## src/rtl/reg_bus_uart_bridge_if.sv

```systemverilog
// Peripheral register bus as driven by the UART debug bridge.
// The bridge is the master; the peripheral decoder (via the top-level mux) is the slave.
`timescale 1ns/1ps
interface reg_bus_uart_bridge_if;
    logic [6:0]  register_index;
    logic        register_read;
    logic        register_write;
    logic [15:0] register_write_value;
    logic [15:0] register_read_value;
    logic        bridge_active;

    modport master (
        output register_index,
        output register_read,
        output register_write,
        output register_write_value,
        output bridge_active,
        input  register_read_value
    );

    modport slave (
        input  register_index,
        input  register_read,
        input  register_write,
        input  register_write_value,
        input  bridge_active,
        output register_read_value
    );
endinterface

```

## src/rtl/reg_bus_uart_bridge.sv

```systemverilog
// UART (8N1) debug initiator for the peripheral register bus: 'W' idx hi lo writes and
// answers 'K'; 'R' idx reads and answers hi, lo; anything malformed answers '?'.
`timescale 1ns/1ps
module reg_bus_uart_bridge #(
    parameter int CLKS_PER_BIT = 217,
    parameter int TIMEOUT_CLKS = 2500000
) (
    input  logic                  clk,
    input  logic                  reset,
    input  logic                  uart_rx,
    output logic                  uart_tx,
    reg_bus_uart_bridge_if.master bus
);

    localparam int CW = $clog2(CLKS_PER_BIT);
    localparam int TW = (TIMEOUT_CLKS > 2) ? $clog2(TIMEOUT_CLKS) : 2;
    localparam logic [CW-1:0] BIT_LAST  = CW'(CLKS_PER_BIT - 1);
    localparam logic [CW-1:0] HALF_LAST = CW'(CLKS_PER_BIT / 2 - 1);
    localparam logic [CW-1:0] CNT_ZERO  = CW'(0);
    localparam logic [CW-1:0] CNT_ONE   = CW'(1);
    localparam logic [TW-1:0] TMO_LAST  = TW'(TIMEOUT_CLKS - 1);
    localparam logic [TW-1:0] TMO_ZERO  = TW'(0);
    localparam logic [TW-1:0] TMO_ONE   = TW'(1);

    typedef enum logic [1:0] {
        RX_IDLE  = 2'd0,
        RX_START = 2'd1,
        RX_DATA  = 2'd2,
        RX_STOP  = 2'd3
    } rx_state_t;

    typedef enum logic [3:0] {
        P_IDLE      = 4'd0,
        P_GET_INDEX = 4'd1,
        P_GET_HI    = 4'd2,
        P_GET_LO    = 4'd3,
        P_BUS_WRITE = 4'd4,
        P_SEND_ACK  = 4'd5,
        P_BUS_READ  = 4'd6,
        P_CAPTURE   = 4'd7,
        P_SEND_HI   = 4'd8,
        P_SEND_LO   = 4'd9,
        P_SEND_ERR  = 4'd10
    } p_state_t;

    logic            rx_meta_q, rx_sync_q, rx_prev_q;
    rx_state_t       rx_state_q, rx_state_d;
    logic [CW-1:0]   rx_cnt_q, rx_cnt_d;
    logic [2:0]      rx_bit_q, rx_bit_d;
    logic [7:0]      rx_shift_q, rx_shift_d;
    logic            rx_valid_q, rx_valid_d;

    logic            tx_busy_q;
    logic [CW-1:0]   tx_cnt_q;
    logic [3:0]      tx_bit_q;
    logic [8:0]      tx_frame_q;
    logic            uart_tx_q;
    logic            tx_start_s;
    logic [7:0]      tx_byte_s;
    logic            tx_done_s;

    p_state_t        state_q, state_d;
    logic            is_read_q, is_read_d;
    logic [7:0]      hi_q, hi_d;
    logic [7:0]      lo_q, lo_d;
    logic [TW-1:0]   tmo_q, tmo_d;
    logic [6:0]      index_q, index_d;
    logic [15:0]     wvalue_q, wvalue_d;
    logic            rd_q, rd_d;
    logic            wr_q, wr_d;
    logic            active_q, active_d;
    logic            tmo_expired_s;

    assign uart_tx                  = uart_tx_q;
    assign bus.register_index       = index_q;
    assign bus.register_read        = rd_q;
    assign bus.register_write       = wr_q;
    assign bus.register_write_value = wvalue_q;
    assign bus.bridge_active        = active_q;

    // Two-flop synchronizer plus one delayed copy for falling-edge detection.
    always_ff @(posedge clk or negedge reset) begin
        if (!reset) begin
            rx_meta_q <= 1'b1;
            rx_sync_q <= 1'b1;
            rx_prev_q <= 1'b1;
        end else begin
            rx_meta_q <= uart_rx;
            rx_sync_q <= rx_meta_q;
            rx_prev_q <= rx_sync_q;
        end
    end

    // RX state register.
    always_ff @(posedge clk or negedge reset) begin
        if (!reset) begin
            rx_state_q <= RX_IDLE;
            rx_cnt_q   <= CNT_ZERO;
            rx_bit_q   <= 3'd0;
            rx_shift_q <= 8'h00;
            rx_valid_q <= 1'b0;
        end else begin
            rx_state_q <= rx_state_d;
            rx_cnt_q   <= rx_cnt_d;
            rx_bit_q   <= rx_bit_d;
            rx_shift_q <= rx_shift_d;
            rx_valid_q <= rx_valid_d;
        end
    end

    // RX next state: half-bit start check, then mid-bit sampling of data and stop.
    always_comb begin
        rx_state_d = rx_state_q;
        rx_cnt_d   = rx_cnt_q + CNT_ONE;
        rx_bit_d   = rx_bit_q;
        rx_shift_d = rx_shift_q;
        case (rx_state_q)
            RX_IDLE: begin
                rx_cnt_d = CNT_ZERO;
                if (rx_prev_q && !rx_sync_q) begin
                    rx_state_d = RX_START;
                end else begin
                    rx_state_d = RX_IDLE;
                end
            end
            RX_START: begin
                if (rx_cnt_q == HALF_LAST) begin
                    rx_cnt_d   = CNT_ZERO;
                    rx_bit_d   = 3'd0;
                    rx_state_d = rx_sync_q ? RX_IDLE : RX_DATA;
                end else begin
                    rx_state_d = RX_START;
                end
            end
            RX_DATA: begin
                if (rx_cnt_q == BIT_LAST) begin
                    rx_cnt_d   = CNT_ZERO;
                    rx_shift_d = {rx_sync_q, rx_shift_q[7:1]};
                    rx_bit_d   = rx_bit_q + 3'd1;
                    rx_state_d = (rx_bit_q == 3'd7) ? RX_STOP : RX_DATA;
                end else begin
                    rx_state_d = RX_DATA;
                end
            end
            RX_STOP: begin
                if (rx_cnt_q == BIT_LAST) begin
                    rx_cnt_d   = CNT_ZERO;
                    rx_state_d = RX_IDLE;
                end else begin
                    rx_state_d = RX_STOP;
                end
            end
            default: begin
                rx_cnt_d   = CNT_ZERO;
                rx_state_d = RX_IDLE;
            end
        endcase
    end

    // RX output: a byte is delivered only when its stop bit reads high.
    always_comb begin
        rx_valid_d = (rx_state_q == RX_STOP) && (rx_cnt_q == BIT_LAST) && rx_sync_q;
    end

    assign tx_done_s = tx_busy_q && (tx_cnt_q == BIT_LAST) && (tx_bit_q == 4'd9);

    // TX shifter; a start request wins over the finishing stop bit so responses chain back to back.
    always_ff @(posedge clk or negedge reset) begin
        if (!reset) begin
            tx_busy_q  <= 1'b0;
            tx_cnt_q   <= CNT_ZERO;
            tx_bit_q   <= 4'd0;
            tx_frame_q <= 9'h1FF;
            uart_tx_q  <= 1'b1;
        end else if (tx_start_s) begin
            tx_busy_q  <= 1'b1;
            tx_cnt_q   <= CNT_ZERO;
            tx_bit_q   <= 4'd0;
            tx_frame_q <= {1'b1, tx_byte_s};
            uart_tx_q  <= 1'b0;
        end else if (tx_busy_q) begin
            if (tx_cnt_q == BIT_LAST) begin
                tx_cnt_q <= CNT_ZERO;
                if (tx_bit_q == 4'd9) begin
                    tx_busy_q <= 1'b0;
                end else begin
                    uart_tx_q  <= tx_frame_q[0];
                    tx_frame_q <= {1'b1, tx_frame_q[8:1]};
                    tx_bit_q   <= tx_bit_q + 4'd1;
                end
            end else begin
                tx_cnt_q <= tx_cnt_q + CNT_ONE;
            end
        end
    end

    assign tmo_expired_s = (tmo_q == TMO_LAST);

    // Parser state register.
    always_ff @(posedge clk or negedge reset) begin
        if (!reset) begin
            state_q <= P_IDLE;
        end else begin
            state_q <= state_d;
        end
    end

    // Parser next state; bytes arriving outside the GET states are ignored.
    always_comb begin
        state_d = state_q;
        case (state_q)
            P_IDLE: begin
                if (rx_valid_q) begin
                    if ((rx_shift_q == 8'h57) || (rx_shift_q == 8'h52)) begin
                        state_d = P_GET_INDEX;
                    end else begin
                        state_d = P_SEND_ERR;
                    end
                end else begin
                    state_d = P_IDLE;
                end
            end
            P_GET_INDEX: begin
                if (rx_valid_q) begin
                    if (rx_shift_q[7]) begin
                        state_d = P_SEND_ERR;
                    end else begin
                        state_d = is_read_q ? P_BUS_READ : P_GET_HI;
                    end
                end else begin
                    state_d = tmo_expired_s ? P_IDLE : P_GET_INDEX;
                end
            end
            P_GET_HI: begin
                if (rx_valid_q) begin
                    state_d = P_GET_LO;
                end else begin
                    state_d = tmo_expired_s ? P_IDLE : P_GET_HI;
                end
            end
            P_GET_LO: begin
                if (rx_valid_q) begin
                    state_d = P_BUS_WRITE;
                end else begin
                    state_d = tmo_expired_s ? P_IDLE : P_GET_LO;
                end
            end
            P_BUS_WRITE: state_d = P_SEND_ACK;
            P_SEND_ACK:  state_d = tx_done_s ? P_IDLE : P_SEND_ACK;
            P_BUS_READ:  state_d = P_CAPTURE;
            P_CAPTURE:   state_d = P_SEND_HI;
            P_SEND_HI:   state_d = tx_done_s ? P_SEND_LO : P_SEND_HI;
            P_SEND_LO:   state_d = tx_done_s ? P_IDLE : P_SEND_LO;
            P_SEND_ERR:  state_d = tx_done_s ? P_IDLE : P_SEND_ERR;
            default:     state_d = P_IDLE;
        endcase
    end

    // Parser outputs: bus strobes/data next values, TX requests and the inter-byte timer.
    always_comb begin
        is_read_d  = is_read_q;
        hi_d       = hi_q;
        lo_d       = lo_q;
        tmo_d      = TMO_ZERO;
        index_d    = index_q;
        wvalue_d   = wvalue_q;
        rd_d       = 1'b0;
        wr_d       = 1'b0;
        tx_start_s = 1'b0;
        tx_byte_s  = 8'h00;
        active_d   = (state_d != P_IDLE);
        case (state_q)
            P_IDLE: begin
                if (rx_valid_q) begin
                    is_read_d  = (rx_shift_q == 8'h52);
                    tx_start_s = (state_d == P_SEND_ERR);
                    tx_byte_s  = 8'h3F;
                end else begin
                    is_read_d = is_read_q;
                end
            end
            P_GET_INDEX: begin
                if (rx_valid_q) begin
                    if (rx_shift_q[7]) begin
                        tx_start_s = 1'b1;
                        tx_byte_s  = 8'h3F;
                    end else begin
                        index_d = rx_shift_q[6:0];
                        rd_d    = is_read_q;
                    end
                end else begin
                    tmo_d = tmo_q + TMO_ONE;
                end
            end
            P_GET_HI: begin
                if (rx_valid_q) begin
                    hi_d = rx_shift_q;
                end else begin
                    tmo_d = tmo_q + TMO_ONE;
                end
            end
            P_GET_LO: begin
                if (rx_valid_q) begin
                    wvalue_d = {hi_q, rx_shift_q};
                    wr_d     = 1'b1;
                end else begin
                    tmo_d = tmo_q + TMO_ONE;
                end
            end
            P_BUS_WRITE: begin
                tx_start_s = 1'b1;
                tx_byte_s  = 8'h4B;
            end
            P_CAPTURE: begin
                lo_d       = bus.register_read_value[7:0];
                tx_start_s = 1'b1;
                tx_byte_s  = bus.register_read_value[15:8];
            end
            P_SEND_HI: begin
                tx_start_s = tx_done_s;
                tx_byte_s  = lo_q;
            end
            default: begin
                tx_start_s = 1'b0;
            end
        endcase
    end

    // Parser registers, including the registered bus outputs.
    always_ff @(posedge clk or negedge reset) begin
        if (!reset) begin
            is_read_q <= 1'b0;
            hi_q      <= 8'h00;
            lo_q      <= 8'h00;
            tmo_q     <= TMO_ZERO;
            index_q   <= 7'd0;
            wvalue_q  <= 16'h0000;
            rd_q      <= 1'b0;
            wr_q      <= 1'b0;
            active_q  <= 1'b0;
        end else begin
            is_read_q <= is_read_d;
            hi_q      <= hi_d;
            lo_q      <= lo_d;
            tmo_q     <= tmo_d;
            index_q   <= index_d;
            wvalue_q  <= wvalue_d;
            rd_q      <= rd_d;
            wr_q      <= wr_d;
            active_q  <= active_d;
        end
    end

endmodule

```

## src/flat_wrapper.sv

```systemverilog
// flat-port wrapper written by rule: the top's interface ports become plain ports
module reg_bus_uart_bridge_flat 
#(
    parameter int CLKS_PER_BIT = 217,
    parameter int TIMEOUT_CLKS = 2500000
)
  (clk, reset, uart_rx, uart_tx, bus_register_index, bus_register_read, bus_register_write, bus_register_write_value, bus_bridge_active, bus_register_read_value);
  reg_bus_uart_bridge_if bus_i ();
  input  logic clk;
  input  logic reset;
  input  logic uart_rx;
  output logic uart_tx;
  output wire logic [$bits(bus_i.register_index)-1:0] bus_register_index;
  output wire logic [$bits(bus_i.register_read)-1:0] bus_register_read;
  output wire logic [$bits(bus_i.register_write)-1:0] bus_register_write;
  output wire logic [$bits(bus_i.register_write_value)-1:0] bus_register_write_value;
  output wire logic [$bits(bus_i.bridge_active)-1:0] bus_bridge_active;
  input wire logic [$bits(bus_i.register_read_value)-1:0] bus_register_read_value;
  assign bus_register_index = bus_i.register_index;
  assign bus_register_read = bus_i.register_read;
  assign bus_register_write = bus_i.register_write;
  assign bus_register_write_value = bus_i.register_write_value;
  assign bus_bridge_active = bus_i.bridge_active;
  assign bus_i.register_read_value = bus_register_read_value;
  reg_bus_uart_bridge #(.CLKS_PER_BIT(CLKS_PER_BIT), .TIMEOUT_CLKS(TIMEOUT_CLKS)) u_core (.clk(clk), .reset(reset), .uart_rx(uart_rx), .uart_tx(uart_tx), .bus(bus_i));
endmodule
```

## config.mk

```make
export PLATFORM = sky130hd
export DESIGN_NAME = reg_bus_uart_bridge_flat
export DESIGN_NICKNAME = d
export VERILOG_FILES = /design/src/rtl/reg_bus_uart_bridge_if.sv /design/src/rtl/reg_bus_uart_bridge.sv /design/src/flat_wrapper.sv
export SDC_FILE = /design/constraint.sdc
export NUM_CORES = 1
export LEC_CHECK = 0
export ABC_CLOCK_PERIOD_IN_PS = 4100
export BUFFER_PORTS_ARGS = -buffer_cell sky130_fd_sc_hd__buf_2
export CAP_MARGIN = 25
export CORE_MARGIN = 1.5
export CORE_UTILIZATION = 45
export DETAILED_ROUTE_END_ITERATION = 6
export MAX_ROUTING_LAYER = met4
export PLACE_DENSITY = 0.61
export REMOVE_ABC_BUFFERS = 1
export SLEW_MARGIN = 20
export SYNTH_ARGS = -nofsm -noshare
export SYNTH_HDL_FRONTEND = slang
export SYNTH_SLANG_ARGS = --single-unit
```

## constraint.sdc

```tcl
create_clock -name clk -period 4.1 [get_ports clk]
set_input_delay 0.82 -clock clk [delete_from_list [all_inputs] [get_ports clk]]
set_output_delay 0.82 -clock clk [all_outputs]
set_load 0.05 [all_outputs]
```

---- Yosys cells after proc, flatten, opt, wreduce, memory -nomap -nowiden ----
Cells that the tools add are included.
operators by class
  $add $sub $neg .......................... 5
  shifts and indexed selects .............. 0
  div/mod/pow operators ................... 0
  multiply operators ...................... 0
  reductions and logical operators ........ 23
  bitwise logic cells ..................... 1
  magnitude comparators ................... 0
  multiplexer cells ....................... 62
  equal/unequal tests ..................... 25
operators by type and width
  cell                                                                      number
  4-bit two-way mux                                                         12
  8-bit two-way mux                                                         6
  22-bit two-way mux                                                        2
  4-bit one-hot mux with 11 select lines                                    1
  8-bit one-hot mux with 5 select lines                                     1
  9-bit two-way mux                                                         4
  8-bit by 7-bit equality test with 1-bit output (second input constant)    3
  8-bit one-hot mux with 3 select lines                                     1
  22-bit by 1-bit adder with 22-bit output (second input constant)          1
  22-bit equality test (second input constant)                              1
  4-bit equality test (second input constant)                               5
  1-bit two-way mux                                                         20
  8-bit by 1-bit adder with 8-bit output (second input constant)            2
  4-bit by 3-bit equality test with 1-bit output (second input constant)    4
  8-bit equality test (second input constant)                               2
  2-bit two-way mux                                                         6
  3-bit two-way mux                                                         4
  6-bit two-way mux                                                         2
  3-bit AND reduction                                                       3
  4-bit by 2-bit equality test with 1-bit output (second input constant)    2
  2-bit one-hot mux with 4 select lines                                     1
  2-bit AND reduction                                                       4
  2-bit by 1-bit inequality test with 1-bit output (second input constant)  3
  3-bit one-hot mux with 2 select lines                                     1
  17 further kinds                                                          25
storage, ports and cells
  output and inout port bits .............. 27
  bits in read-only memories .............. 0
  bits of input ports ..................... 19
  memory bits (writable) .................. 0
  memories ................................ 0
  bits in latches ......................... 0
  register bits ........................... 117

---- Depth between registers and ports, before layout ----
Gate-level depths: netlist of run 1.
  depth after elaboration ................. 10
  gate-level depth with buffers ........... 9
  gate-level depth less buffers ........... 7

---- Worst setup path before layout of run 1 ----
Ideal clock, no wire load.
  kind .................................... reg2reg
  from .................................... register u_core.tmo_q[0]
  to ...................................... register u_core.state_q[0]
  stages on the path, launching flop included .. 8
  arrival ................................. 1.796 ns
  slack ................................... 2.164 ns
  buffers on the path ..................... 1
  library setup time ...................... 0.140 ns
  required time ........................... 3.960 ns
  cell sequence ........................... dfrtp_1 > ha_1 > and4_1 > buf_4 > nand4_1 > or4_1 > a211oi_1 > o211ai_1
between the ends
  word-level cells in the longest chain between the ends .. 4
  elaborated cells between the ends (all ways) .. 6
  those cells by class .................... eq/ne (1); mux (5)
ends and longest elaborated chain
  item                                                           RTL line                                                text
  start: declaration                                             reg_bus_uart_bridge.sv:66                               logic [TW-1:0] tmo_q, tmo_d;
  start signal: assignment                                       reg_bus_uart_bridge.sv:345                              tmo_q <= tmo_d;
  22-bit equality test *                                         reg_bus_uart_bridge.sv:197                              assign tmo_expired_s = (tmo_q == TMO_LAST);
  2-bit two-way mux / 1-bit two-way mux (equally long branches)  reg_bus_uart_bridge.sv:245, reg_bus_uart_bridge.sv:231
  4-bit two-way mux, on equally long branches                    reg_bus_uart_bridge.sv:242, reg_bus_uart_bridge.sv:224
  4-bit one-hot mux with 11 select lines *                       reg_bus_uart_bridge.sv:211                              case (state_q)
  net u_core.state_d[0]                                          reg_bus_uart_bridge.sv:62                               p_state_t state_q, state_d;
  end signal: assignment                                         reg_bus_uart_bridge.sv:204                              state_q <= state_d;
  end: declaration                                               reg_bus_uart_bridge.sv:62
The timed path passes the listed nets; every way through them passes the cells marked *.
A chain may end at the register's enable or synchronous reset.

---- Worst setup path after layout of run 1 ----
  from .................................... register u_core.tx_cnt_q[0]
  to ...................................... register u_core.tx_frame_q[5]
between the ends
  word-level cells in the longest chain between the ends .. 10
  elaborated cells between the ends (all ways) .. 16
  those cells by class .................... eq/ne (3); mux (8); reduce/logical (5)
ends and longest elaborated chain
  item                                                                                                            RTL line                                                text
  start: declaration                                                                                              reg_bus_uart_bridge.sv:54                               logic [CW-1:0] tx_cnt_q;
  start signal: assignment                                                                                        reg_bus_uart_bridge.sv:192                              tx_cnt_q <= tx_cnt_q + CNT_ONE;
  8-bit equality test *                                                                                           reg_bus_uart_bridge.sv:165, reg_bus_uart_bridge.sv:182
  1-bit logical AND (2 in series)                                                                                 reg_bus_uart_bridge.sv:165                              assign tx_done_s = tx_busy_q && (tx_cnt_q == BIT_LAST) && (tx_bit_q == 4'd9);
  4-bit two-way mux (tied with other cells)                                                                       reg_bus_uart_bridge.sv:253                              P_SEND_LO: state_d = tx_done_s ? P_IDLE : P_SEND_LO;
  4-bit one-hot mux with 11 select lines                                                                          reg_bus_uart_bridge.sv:211
  4-bit equality test                                                                                             reg_bus_uart_bridge.sv:276                              tx_start_s = (state_d == P_SEND_ERR);
  1-bit two-way mux                                                                                               reg_bus_uart_bridge.sv:274                              if (rx_valid_q) begin
  1-bit one-hot mux with 4 select lines                                                                           reg_bus_uart_bridge.sv:272                              case (state_q)
  2-bit by 1-bit inequality test with 1-bit output (no source line) / 2-bit nonzero test (equally long branches)  -
  3-bit AND reduction (no source line)                                                                            -
  end signal: assignment                                                                                          reg_bus_uart_bridge.sv:179                              tx_frame_q <= {1'b1, tx_byte_s};
  end signal: assignment                                                                                          reg_bus_uart_bridge.sv:188                              tx_frame_q <= {1'b1, tx_frame_q[8:1]};
  end: declaration                                                                                                reg_bus_uart_bridge.sv:56                               logic [8:0] tx_frame_q;
Every way passes the cells marked *; elsewhere a longest branch is shown, timed or not.

==> key figures, run 1 <==
Run status
  – Status: completed

CTS
  – Root Driver: clkbuf_16
  – CTS tree: done
  – Clk_lat worst skew: 410 ps
  – Htree depth: 4
  – # hold bufs at CTS: 0
  – Clock slew at reported path FFs: 50 ps
  – Clk sinks: 116
  – CTS max path bufs: 2
  – # Post-CTS Setup Buffers: 0
  – Post-cts resize count: 0
  – CTS Buf Count: 17

Global routing
  – Vias in the first global route: 3711
  – Initial antenna violation count: 0
  – First-pass GRT wire length: 17870 um
  – Gr usage total: 17.96%
  – Gr ovfl total: 0
  – Largest net degree at the start of global routing: 63

Critical path
  – Critical path cell sequence: inv_1 > ha_1 > nor4bb_1 > nand3_1 > o21ai_0 > nand2b_1 > buf_8 > mux2i_1
  – CP delay by family, top: simple AND/OR/NAND/NOR gates
  – Critical-path top delay cell: nand2b_1
  – Setup crit end kind: flip-flop
  – Crit-path max FO: 12
  – Setup slack, reg-to-reg: 1640 ps
  – R2R Path Start: u_core.tx_cnt_q[0]
  – Depth of the most critical reg-to-reg path: 8
  – Worst EP arrival: 2790 ps
  – Max stage delay on crit path: 450 ps
  – Number of buffers and inverters on the critical path: 2
  – CP Class: flip-flop to flip-flop
  – Reg2Reg Capture Point: u_core.tx_frame_q[5]
  – CP Launch Type: flip-flop
  – Required time of the critical path: 4430 ps

Drt
  – DRC: 0
  – Antenna viol nets, final: 0
  – WL met3: 340 um
  – WL met2: 4973 um
  – Vias per cell: 5.255
  – Initial DRC count: 155
  – Top layer in use: met4
  – Final WL: 10440 um
  – M1 wire length: 4910 um
  – DRT Pass-1 Iters: 6
  – WL/cell: 14.46 um
  – Vias: 3794

Floorplanning
  – I/O pin count: 46
  – Die ar.: 13080 um^2
  – Starting Density: 46.29%
  – Core outline area: 12060 um^2
  – Die W: 114.4 um
  – Rows: 40
  – DIE HEIGHT: 114.4 um

Placed design
  – Place WS: 1440 ps
  – Inst Count DP: 690
  – Hpwl dp: 6993 um
  – Gpl congestion: 0.8668
  – Port Buffers: 45

Logic synthesis
  – Synth area leader: dfrtp_1
  – Most frequent cell after synthesis: dfrtp_1
  – Syn Area/Cell: 11.28 um^2
  – Yosys top cell area share: 46.62%
  – Post-Syn Area: 5583 um^2
  – Seq/Total Area, Yosys: 52.26%
  – Post-synth top flop: dfrtp_1
  – Ranking of synthesized cells by area: dfrtp_1 (47%), mux2_2 (7.9%), dfstp_2 (5.6%)
  – Ys Warns: 0
  – Asr flop ratio synth: 100.0%
  – Adder-Cell Fraction of Synth Area: 2.913%
  – Largest family of logic cells by synthesized area: simple AND/OR/NAND/NOR gates
  – Synthesis-stage register bit count: 116
  – Post-synth EDFFs: 0
  – Multiplexer area fraction after synthesis: 12.80%
  – Xor and xnor area share after synthesis: 5.020%
  – Cells after Synth: 495
  – Post-synth top cells: dfrtp_1 (104), nor2_1 (54), mux2_2 (39)
  – Synth Area in Compound Gates: 6.835%
  – Post-Synth Simple-Gate Area: 16.56%
  – Yosys cell types: 55

Layout
  – Non-filler cells, final: 722
  – Area Growth Syn to Fin: 17.46%
  – Area occupied by multi-input gates: 2477 um^2
  – Layout Nets: 574
  – Number of diodes: 0
  – FILL cells: 1057
  – Final core utilization: 54.37%
  – Share of cells above drive strength 1: 25.63%
  – Reg area: 2918 um^2

Timing
  – Fin crit period: 2461 ps
  – Max Fclk: 0.4063 GHz
  – Skew final: 6.958 ps
  – Setup TNS: 0 ps
  – Rel. slew slack: 44.60%
  – RSZ-0062 raised after global routing: false
  – Final setup viols: 0
  – Worst setup margin: 1639 ps
  – Final worst path period share: 60.03%
  – Fin. max-slew vios: 0
  – Slew @ Worst Pin: 830.0 ps
  – Final Hold Viols: 0

Worst hold path
  – WHS Path Cells: 0
  – Hold endpoint: u_core.rx_sync_q
  – Hold Crit Start: u_core.rx_meta_q
  – Hold Crit Class: flip-flop to flip-flop

Power and ir drop
  – Maximum VDD drop: 0.3451 mV
  – Pwr dens: 429.0 nW/um^2
  – Pleak: 3.018 nW
  – Power, Total: 0.002813 W

Job
  – MaxCap Viol Count: 0
==> cells by family (layout without fill, tap and decap cells) <==
| logic type | Yosys count | after routing |
|---|---|---|
| simple gates | 174 | 174 |
| mux | 63 | 63 |
| compound gates | 57 | 57 |
| fa+ha+maj | 13 | 13 |
| xor+xnor | 32 | 32 |
| buf+inv | 40 | 99 |
| flops | 116 | 116 |
==> power by group <==
group	total, W	switching [W]	internal (W)
Combinational	0.000106	0.0000703	0.0000355
Sequential	0.00117	0.0000119	0.00116
Clock	0.00153	0.000495	0.00104
Total	0.00281	0.000577	0.00224
==> worst register-to-register path, cell delays in order, from the launching register on <==
cell and delay (ps):
dfrtp_1 400, inv_1 90, ha_1 160, nor4bb_1 420, nand3_1 190, o21ai_0 250, nand2b_1 450, buf_8 230
mux2i_1 210
==> state kept, by name, summed over array words and instances, names as in the netlist, 2 cells and up <==
register,count
u_core.tx_cnt_q,8
u_core.hi_q,8
u_core.tx_frame_q,8
u_core.state_q,4
u_core.bus.register_write_value,16
u_core.bus.register_index,7
u_core.rx_bit_q,3
u_core.rx_cnt_q,8
u_core.tx_bit_q,4
u_core.tmo_q,22
u_core.rx_state_q,2
u_core.lo_q,8
u_core.rx_shift_q,8
==> cells in the final DEF, fill, tap and decap left out, types with 3 or more instances in the layout <==
cell / count
inv_1: 18
nand4_1: 18
nor4bb_1: 3
mux2_2: 39
nand2b_1: 8
nand4b_1: 3
dfstp_2: 12
nand2_1: 27
mux2_4: 7
dfrtp_1: 104
ha_1: 13
xor2_1: 22
xnor2_1: 10
buf_2: 44
mux2i_1: 17
clkbuf_16: 17
nor2_1: 53
and2_1: 6
nor3_1: 11
a21oi_1: 16
a22o_1: 3
o21ai_0: 13
bufinv_16: 4
buf_4: 4
and4_1: 7
nand3_1: 13
clkinv_2: 4
a211oi_1: 3
nor2b_1: 5
and3_1: 5
a221oi_1: 6
==> metal layers <==
layer	GRT usage, %	vias up
met5	-	-
met1	22.54	1874
met4	8.333	0
li1	-	1841
met3	4.182	18
met2	27.66	61
==> metrics by stage <==
step	hold WS [ps]	instance area [um^2]
finish	355.1	6558
global route	361.7	6558
CTS	355.6	6534
detailed placement	347.8	5918
global placement	347.0	5914
floorplan	345.2	5449
==> area by class of cell <==
| class | count | share of cell area (%) |
|---|---|---|
| Inverter | 18 | 1.030 |
| Clock inverter | 10 | 2.366 |
| Timing Repair Buffer | 50 | 4.102 |
| Tap cell | 168 | 3.206 |
| Sequential cell | 116 | 44.50 |
| Multi-Input combinational cell | 339 | 37.78 |
| Clock buffer | 21 | 7.022 |
==> worst max path at each step <==
stage,start,end,slack (ps),cells past startpoint
2_1_floorplan,u_core.tx_bit_q[0],u_core.tx_bit_q[2],1610,6
3_3_place_gp,u_core.tx_cnt_q[0],u_core.tx_frame_q[2],1550,7
3_5_place_dp,u_core.tx_cnt_q[0],u_core.tx_frame_q[5],1440,7
4_1_cts,u_core.tx_cnt_q[0],u_core.tx_frame_q[7],1410,7
5_1_grt,u_core.tx_cnt_q[0],u_core.tx_frame_q[0],1390,8
6_report,u_core.tx_cnt_q[0],u_core.tx_frame_q[5],1640,8
(Power assumes the default switching activity.)
==> run 2, diff against run 1 <==
--- a/config.mk
+++ b/config.mk
@@ -5,7 +5,7 @@
 export SDC_FILE = /design/constraint.sdc
 export NUM_CORES = 1
 export LEC_CHECK = 0
-export ABC_CLOCK_PERIOD_IN_PS = 4100
+export ABC_CLOCK_PERIOD_IN_PS = 2300
 export BUFFER_PORTS_ARGS = -buffer_cell sky130_fd_sc_hd__buf_2
 export CAP_MARGIN = 25
 export CORE_MARGIN = 1.5
==> constraint.sdc (replaced) <==
create_clock -name clk -period 2.3 [get_ports clk]
set_input_delay 0.46 -clock clk [delete_from_list [all_inputs] [get_ports clk]]
set_output_delay 0.46 -clock clk [all_outputs]
set_load 0.05 [all_outputs]
==> run 2 against run 1 <==
  * Count of clock-buffer cells in the layout grew 2
  * Via count grew 1.8%
  * Critical endpoint is now u_core.state_q[0]
  * Sequential cell count stayed put
  * Wire length up 3.9%
==> key figures, run 2 (same netlist as run 1, synthesis figures left out) <==
Floorplanning
  – DIE HEIGHT: 114.4 um (unchanged)
  – Rows: 40 (unchanged)
  – Core outline area: 12060 um^2 (unchanged)
  – I/O pin count: 46 (unchanged)
  – Starting Density: 46.29% (unchanged)
  – Die ar.: 13080 um^2 (unchanged)
  – Die W: 114.4 um (unchanged)

Power and ir drop
  – P_int: 0.004032 W (+80%)
  – Maximum VDD drop: 0.5484 mV (+59%)
  – Clk pwr share: 54.9% (+0.4 points)
  – Pleak: 3.113 nW (+3.1%)
  – Comb pwr share: 3.9% (about the same)
  – Sw power: 0.001048 W (+82%)
  – Sequential share of power: 41.2% (-0.5 points)
  – Pwr dens: 757.7 nW/um^2 (+77%)
  – Switching share of total power: 20.63% (+0.13 points)

Critical path
  – Worst EP arrival: 2370 ps (-420 ps)
  – CP delay by family, top: simple AND/OR/NAND/NOR gates
  – Max stage delay on crit path: 540 ps (+90 ps)
  – Required time of the critical path: 2570 ps (-1860 ps)
  – CP Class: flip-flop to flip-flop
  – Crit-path max FO: 4 (-8)
  – Critical path cell sequence: ha_1 > and4_1 > nand4_1 > or4_1 > a211oi_1 > o211ai_1
  – Setup crit end kind: flip-flop
  – Number of buffers and inverters on the critical path: 0 (-2)
  – Critical-path top delay cell: or4_1
  – CP Launch Type: flip-flop

Global routing
  – Largest net degree at the start of global routing: 46 (-27%)
  – Gr usage total: 19.14% (+1.2 points)
  – First-pass GRT wire length: 18920 um (+5.9%)
  – Gr ovfl total: 0 (unchanged)
  – Initial antenna violation count: 0 (unchanged)
  – Vias in the first global route: 3980 (+7.2%)

Placed design
  – Gpl congestion: 0.8330 (-3.9%)
  – Place WS: 143.1 ps (-1297 ps)
  – Hpwl dp: 7410 um (+6.0%)
  – Dpl cell area: 6060 um^2 (+2.4%)
  – Port Buffers: 45 (unchanged)

Timing
  – Fin. max-slew vios: 0 (unchanged)
  – Final worst path period share: 91.14% (+31 points)
  – Setup TNS: 0 ps (unchanged)
  – RSZ-0062 raised after global routing: false
  – Final setup viols: 0 (unchanged)
  – Final Hold Viols: 0 (unchanged)
  – WHS: 2.243 ps (-352.8 ps)
  – Max Fclk: 0.4771 GHz (+17%)
  – Slew @ Worst Pin: 650.8 ps (-179.3 ps)
  – Rel. slew slack: 56.46% (+12 points)
  – Fin crit period: 2096 ps (-365.1 ps)
  – Worst setup margin: 203.8 ps (-1435 ps)
  – Skew final: 6.908 ps (-0.04971 ps)

CTS
  – CTS max path bufs: 2 (unchanged)
  – CTS tree: done
  – Root Driver: clkbuf_16
  – CTS Buf Count: 17 (unchanged)
  – # hold bufs at CTS: 0 (unchanged)
  – Htree depth: 4 (unchanged)
  – Clock slew at reported path FFs: 50 ps (about the same)
  – Clk_lat worst skew: 410 ps (about the same)
  – Clk sinks: 116 (unchanged)

Drt
  – Initial DRC count: 260 (+68%)
  – DRC: 0 (unchanged)
  – Vias per cell: 5.239 (-0.31%)
  – Vias: 3861 (+1.8%)
  – WL/cell: 14.73 um (+1.8%)
  – Antenna viol nets, final: 0 (unchanged)
  – DRT Pass-1 Iters: 4 (-2)
  – Final WL: 10850 um (+3.9%)

Layout
  – Max reg flops: 22 (unchanged)
  – Number of diodes: 0 (unchanged)
  – Reg area: 2918 um^2 (unchanged)
  – Area occupied by multi-input gates: 2484 um^2 (+0.25%)
  – Layout Nets: 588 (+2.4%)
  – Area Growth Syn to Fin: 20.08%
  – Biggest register: u_core.tmo_q
  – FILL cells: 1051 (-0.57%)
  – Share of cells above drive strength 1: 27.59% (+2.0 points)
  – Commonest non-fill, non-tap cell in the layout: dfrtp_1
  – Final Cell Area: 6704 um^2 (+2.2%)
  – Most frequent cells in the layout: dfrtp_1 (104), nor2_1 (54), buf_2 (44), mux2_2 (39), nand2_1 (27)
  – Final core utilization: 55.58% (+1.2 points)

Worst hold path
  – Hold Crit Class: input port to asynchronous set/reset pin

Run status
  – Status: completed

Job
  – MaxCap Viol Count: 0 (unchanged)
run 2: worst register-to-register path, delay by kind of cell, from the launching register on:
kind            cells  cell delay (ps)
compound gates      2              500
flops               1              380
simple gates        3              870
fa+ha+maj           1              220
run 2: per-layer routing:
layer / track usage (%) / share of wire (%)
met1: 23.86 / 47
met2: 29.26 / 47
met3: 5.876 / 3.4
met4: 7.500 / 2.0
met5: - / 0
run 2: stage by stage:
step / total power, W / cells
CTS: 0.005148 / 737
global placement: 0.002319 / 705
floorplan: 0.002227 / 473
global route: 0.005274 / 737
detailed placement: 0.002325 / 705
finish: 0.005079 / 737
run 2: final timing paths:
path                            cells past startpoint              from                            to  slack, ps
worst min-delay path                                1             reset            u_core.tx_bit_q[0]          2
max in group asynchronous                           2             reset  u_core.bus.register_index[1]       1630
worst max register to register                      6   u_core.tmo_q[0]             u_core.state_q[0]        200
min in group clk                                    1           uart_rx              u_core.rx_meta_q        150
worst max-delay path                                6   u_core.tmo_q[0]             u_core.state_q[0]        200
worst min register to register                      0  u_core.rx_meta_q              u_core.rx_sync_q        360
run 2: cell type report:
class,count,share of cell area (%)
Sequential cell,116,43.52
Multi-Input combinational cell,339,37.05
Clock buffer,23,7.130
Timing Repair Buffer,64,5.898
Tap cell,168,3.136
Clock inverter,9,2.258
Inverter,18,1.008
run 2: power by group through the flow:
stage               combinational [W]  clock (W)  sequential, W
finish                       0.000197    0.00279        0.00209
global route                 0.000227    0.00295        0.00209
CTS                          0.000204    0.00285        0.00209
detailed placement           0.000201          0        0.00212
global placement             0.000196          0        0.00212
floorplan                    0.000107          0        0.00212
run 2: timing repair:
item | 4_1_cts | 5_1_grt
buffers inserted | 0 | 0
setup endpoints to repair | 0 | 22
gates resized for setup | 0 | 3
==> run 3, diff against run 2 <==
--- a/config.mk
+++ b/config.mk
@@ -5,6 +5,7 @@
 export SDC_FILE = /design/constraint.sdc
 export NUM_CORES = 1
 export LEC_CHECK = 0
+export ABC_AREA = 1
 export ABC_CLOCK_PERIOD_IN_PS = 2300
 export BUFFER_PORTS_ARGS = -buffer_cell sky130_fd_sc_hd__buf_2
 export CAP_MARGIN = 25
@@ -12,7 +13,7 @@
 export CORE_UTILIZATION = 45
 export DETAILED_ROUTE_END_ITERATION = 6
 export MAX_ROUTING_LAYER = met4
-export PLACE_DENSITY = 0.61
+export PLACE_DENSITY_LB_ADDON = 0.05
 export REMOVE_ABC_BUFFERS = 1
 export SLEW_MARGIN = 20
 export SYNTH_ARGS = -nofsm -noshare
==> run 3 against run 2 <==
  * Via count grew 16%
  * Core utilization shrank 1.1 points
  * Power shrank 7.4%
  * Register-to-register slack gained 230 ps
  * Die area grew 0.59%
  * Global-route usage grew 1.9 points
  * Area after synthesis grew 0.61%
  * Count of clock-buffer cells in the layout shrank 4
  * Non-clock buffer count shrank 11
  * Sequential cell count is the same
  * Sequential share of layout area grew 0.71 points
  * Critical path type unchanged
==> key figures, run 3 <==
Layout
  – Non-filler cells, final: 922 (+25%)
  – Most frequent cells in the layout: nand2_1 (165), dfrtp_1 (104), inv_1 (78), nor2_1 (77), o21ai_0 (55)
  – FILL cells: 1157 (+10%)
  – Biggest register: u_core.tmo_q
  – Reg area: 2918 um^2 (unchanged)
  – Commonest non-fill, non-tap cell in the layout: nand2_1
  – Number of diodes: 0 (unchanged)
  – Layout Nets: 773 (+31%)
  – Share of cells above drive strength 1: 16.58% (-11 points)
  – Area Growth Syn to Fin: 17.44%
  – Max reg flops: 22 (unchanged)
  – Area occupied by multi-input gates: 2291 um^2 (-7.8%)

Floorplanning
  – DIE HEIGHT: 114.7 um (+0.29%)
  – Die ar.: 13160 um^2 (+0.59%)
  – I/O pin count: 46 (unchanged)
  – Die W: 114.7 um (+0.29%)
  – Rows: 40 (unchanged)
  – Starting Density: 46.37% (+0.088 points)
  – Core outline area: 12110 um^2 (+0.41%)

Logic synthesis
  – Post-synth top flop: dfrtp_1
  – Yosys top cell area share: 46.34% (-0.28 points)
  – Cells after Synth: 684 (+38%)
  – Seq/Total Area, Yosys: 51.95% (-0.31 points)
  – Yosys cell types: 36 (-35%)
  – Synthesis-stage register bit count: 116 (unchanged)
  – Most frequent cell after synthesis: nand2_1
  – Ys Warns: 0 (unchanged)
  – Asr flop ratio synth: 100.0% (unchanged)
  – Ranking of synthesized cells by area: dfrtp_1 (46%), nand2_1 (11%), dfstp_2 (5.6%)
  – Synth area leader: dfrtp_1
  – Syn Area/Cell: 8.211 um^2 (-27%)
  – Post-Syn Area: 5617 um^2 (+0.61%)
  – Post-synth top cells: nand2_1 (165), dfrtp_1 (104), inv_1 (78)
  – Post-synth EDFFs: 0 (unchanged)

Timing
  – Slew @ Worst Pin: 605.2 ps (-45.59 ps)
  – Skew final: 7.768 ps (+0.8597 ps)
  – Fin. max-slew vios: 0 (unchanged)
  – Final setup viols: 0 (unchanged)
  – Rel. slew slack: 59.66% (+3.2 points)
  – Max Fclk: 0.5357 GHz (+12%)
  – Fin crit period: 1867 ps (-229.5 ps)
  – Worst setup margin: 433.4 ps (+229.5 ps)
  – Setup TNS: 0 ps (unchanged)
  – RSZ-0062 raised after global routing: false
  – Final worst path period share: 81.16% (-10 points)
  – Final Hold Viols: 0 (unchanged)
  – WHS: 140.5 ps (+138.3 ps)

CTS
  – # Post-CTS Setup Buffers: 0 (unchanged)
  – Root Driver: clkbuf_16
  – CTS tree: done
  – CTS max path bufs: 2 (unchanged)
  – Htree depth: 4 (unchanged)
  – Clock slew at reported path FFs: 50 ps (about the same)
  – # hold bufs at CTS: 0 (unchanged)
  – Clk_lat worst skew: 410 ps (about the same)
  – CTS Buf Count: 17 (unchanged)
  – Post-cts resize count: 0 (unchanged)
  – Clk sinks: 116 (unchanged)

Power and ir drop
  – Sequential share of power: 44.4% (+3.2 points)
  – Pwr dens: 713.0 nW/um^2 (-5.9%)
  – Comb pwr share: 4.4% (+0.5 points)
  – Switching share of total power: 23.13% (+2.5 points)
  – Sw power: 0.001088 W (+3.8%)
  – Maximum VDD drop: 0.5035 mV (-8.2%)
  – Clk pwr share: 51.1% (-3.8 points)
  – P_int: 0.003615 W (-10%)
  – Pleak: 3.150 nW (+1.2%)

Global routing
  – Vias in the first global route: 4412 (+11%)
  – Gr ovfl total: 0 (unchanged)
  – Gr usage total: 21.01% (+1.9 points)
  – Largest net degree at the start of global routing: 117 (+150%)
  – Initial antenna violation count: 0 (unchanged)
  – First-pass GRT wire length: 20990 um (+11%)

Critical path
  – Setup crit end kind: flip-flop
  – Critical-path top delay cell: dfrtp_1
  – CP Class: flip-flop to flip-flop
  – Required time of the critical path: 2580 ps (about the same)
  – Worst EP arrival: 2140 ps (-230 ps)
  – CP Launch Type: flip-flop
  – CP delay by family, top: simple AND/OR/NAND/NOR gates
  – Number of buffers and inverters on the critical path: 1 (+1)
  – CP most frequent cell: nand3_1
  – Crit-path max FO: 6 (+2)
  – Critical path cell sequence: inv_1 > ha_1 > nand3_1 > nor2_4 > nand3_1 > a21oi_1 > nand2_1 > nor2_1 > nand3_1
  – Max stage delay on crit path: 410 ps (-130 ps)

Drt
  – DRT Pass-1 Iters: 5 (+1)
  – WL/cell: 13.13 um (-11%)
  – Antenna viol nets, final: 0 (unchanged)
  – Vias: 4489 (+16%)
  – DRC: 0 (unchanged)
  – Initial DRC count: 233 (-10%)
  – Final WL: 12110 um (+12%)
  – Vias per cell: 4.869 (-7.1%)

Placed design
  – Hpwl dp: 8575 um (+16%)
  – Place WS: 437.6 ps (+294.5 ps)
  – Port Buffers: 45 (unchanged)
  – Gpl congestion: 0.8382 (+0.62%)
  – Inst Count DP: 890 (+26%)

Job
  – MaxCap Viol Count: 0 (unchanged)

Run status
  – Status: completed

Worst hold path
  – Hold Crit Class: input port to asynchronous set/reset pin
## run 3: cell count changes after synthesis, moves of 10 or more
cell / before / now
xor2_1: 22 / 7
o21ai_0: 14 / 55
nand2_1: 27 / 165
nand3_1: 13 / 49
inv_1: 18 / 78
o21ai_1: 0 / 10
inv_2: 0 / 10
mux2i_1: 17 / 0
nor2_1: 54 / 77
mux2_2: 39 / 0
## run 3: logic make-up (layout without fill, tap and decap cells)
logic type | Yosys count | in the layout | share of synthesized area [%]
simple gates | 347 | 347 | 27.16
flops | 116 | 116 | 51.95
buf+inv | 103 | 173 | 7.262
compound gates | 91 | 91 | 8.554
xor+xnor | 14 | 14 | 2.183
fa+ha+maj | 13 | 13 | 2.896
## run 3: layer usage
layer  vias to the layer above  global-route usage, %  wire [um]
li1                       2309                      -          -
met2                        64                  30.34       5400
met1                      2103                  29.16       6162
met5                         -                      -          0
met3                        13                  5.400        428
met4                         0                  6.502        114
## run 3: worst paths after layout
| path | from | to | slack (ps) | cells past startpoint |
|---|---|---|---|---|
| worst max-delay path | u_core.tx_cnt_q[0] | u_core.bus.bridge_active | 430 | 9 |
| worst min-delay path | reset | u_core.tmo_q[11] | 140 | 2 |
| worst max register to register | u_core.tx_cnt_q[0] | u_core.bus.bridge_active | 430 | 9 |
| worst min register to register | u_core.rx_meta_q | u_core.rx_sync_q | 370 | 0 |
| max in group asynchronous | reset | u_core.state_q[0] | 1730 | 2 |
| min in group clk | uart_rx | u_core.rx_meta_q | 150 | 1 |
## run 3: final cells by class
type                       count  share of cell area [%]
sequential                   116                   44.23
multi-input combinational    465                   34.73
clock buffer                  19                   6.563
clock inverter                13                   1.726
tap                          168                   3.187
inverter                      88                   5.008
timing repair buffer          53                   4.552
## run 3: per-stage QoR
step | util, % | total power, W | cell area (um^2)
6_report | 54.46 | 0.004703 | 6596
5_1_grt | 54.46 | 0.004885 | 6596
4_1_cts | 54.46 | 0.004777 | 6596
3_5_place_dp | 49.95 | 0.002338 | 6050
3_3_place_gp | 49.95 | 0.002327 | 6050
2_1_floorplan | - | 0.002227 | 5539
## run 3: power by group through the flow
stage	Clock (W)	Combinational, W	Sequential [W]
finish	0.00240	0.000208	0.00209
global route	0.00255	0.000241	0.00209
CTS	0.00247	0.000214	0.00209
detailed placement	0	0.000215	0.00212
global placement	0	0.000206	0.00212
floorplan	0	0.000109	0.00212
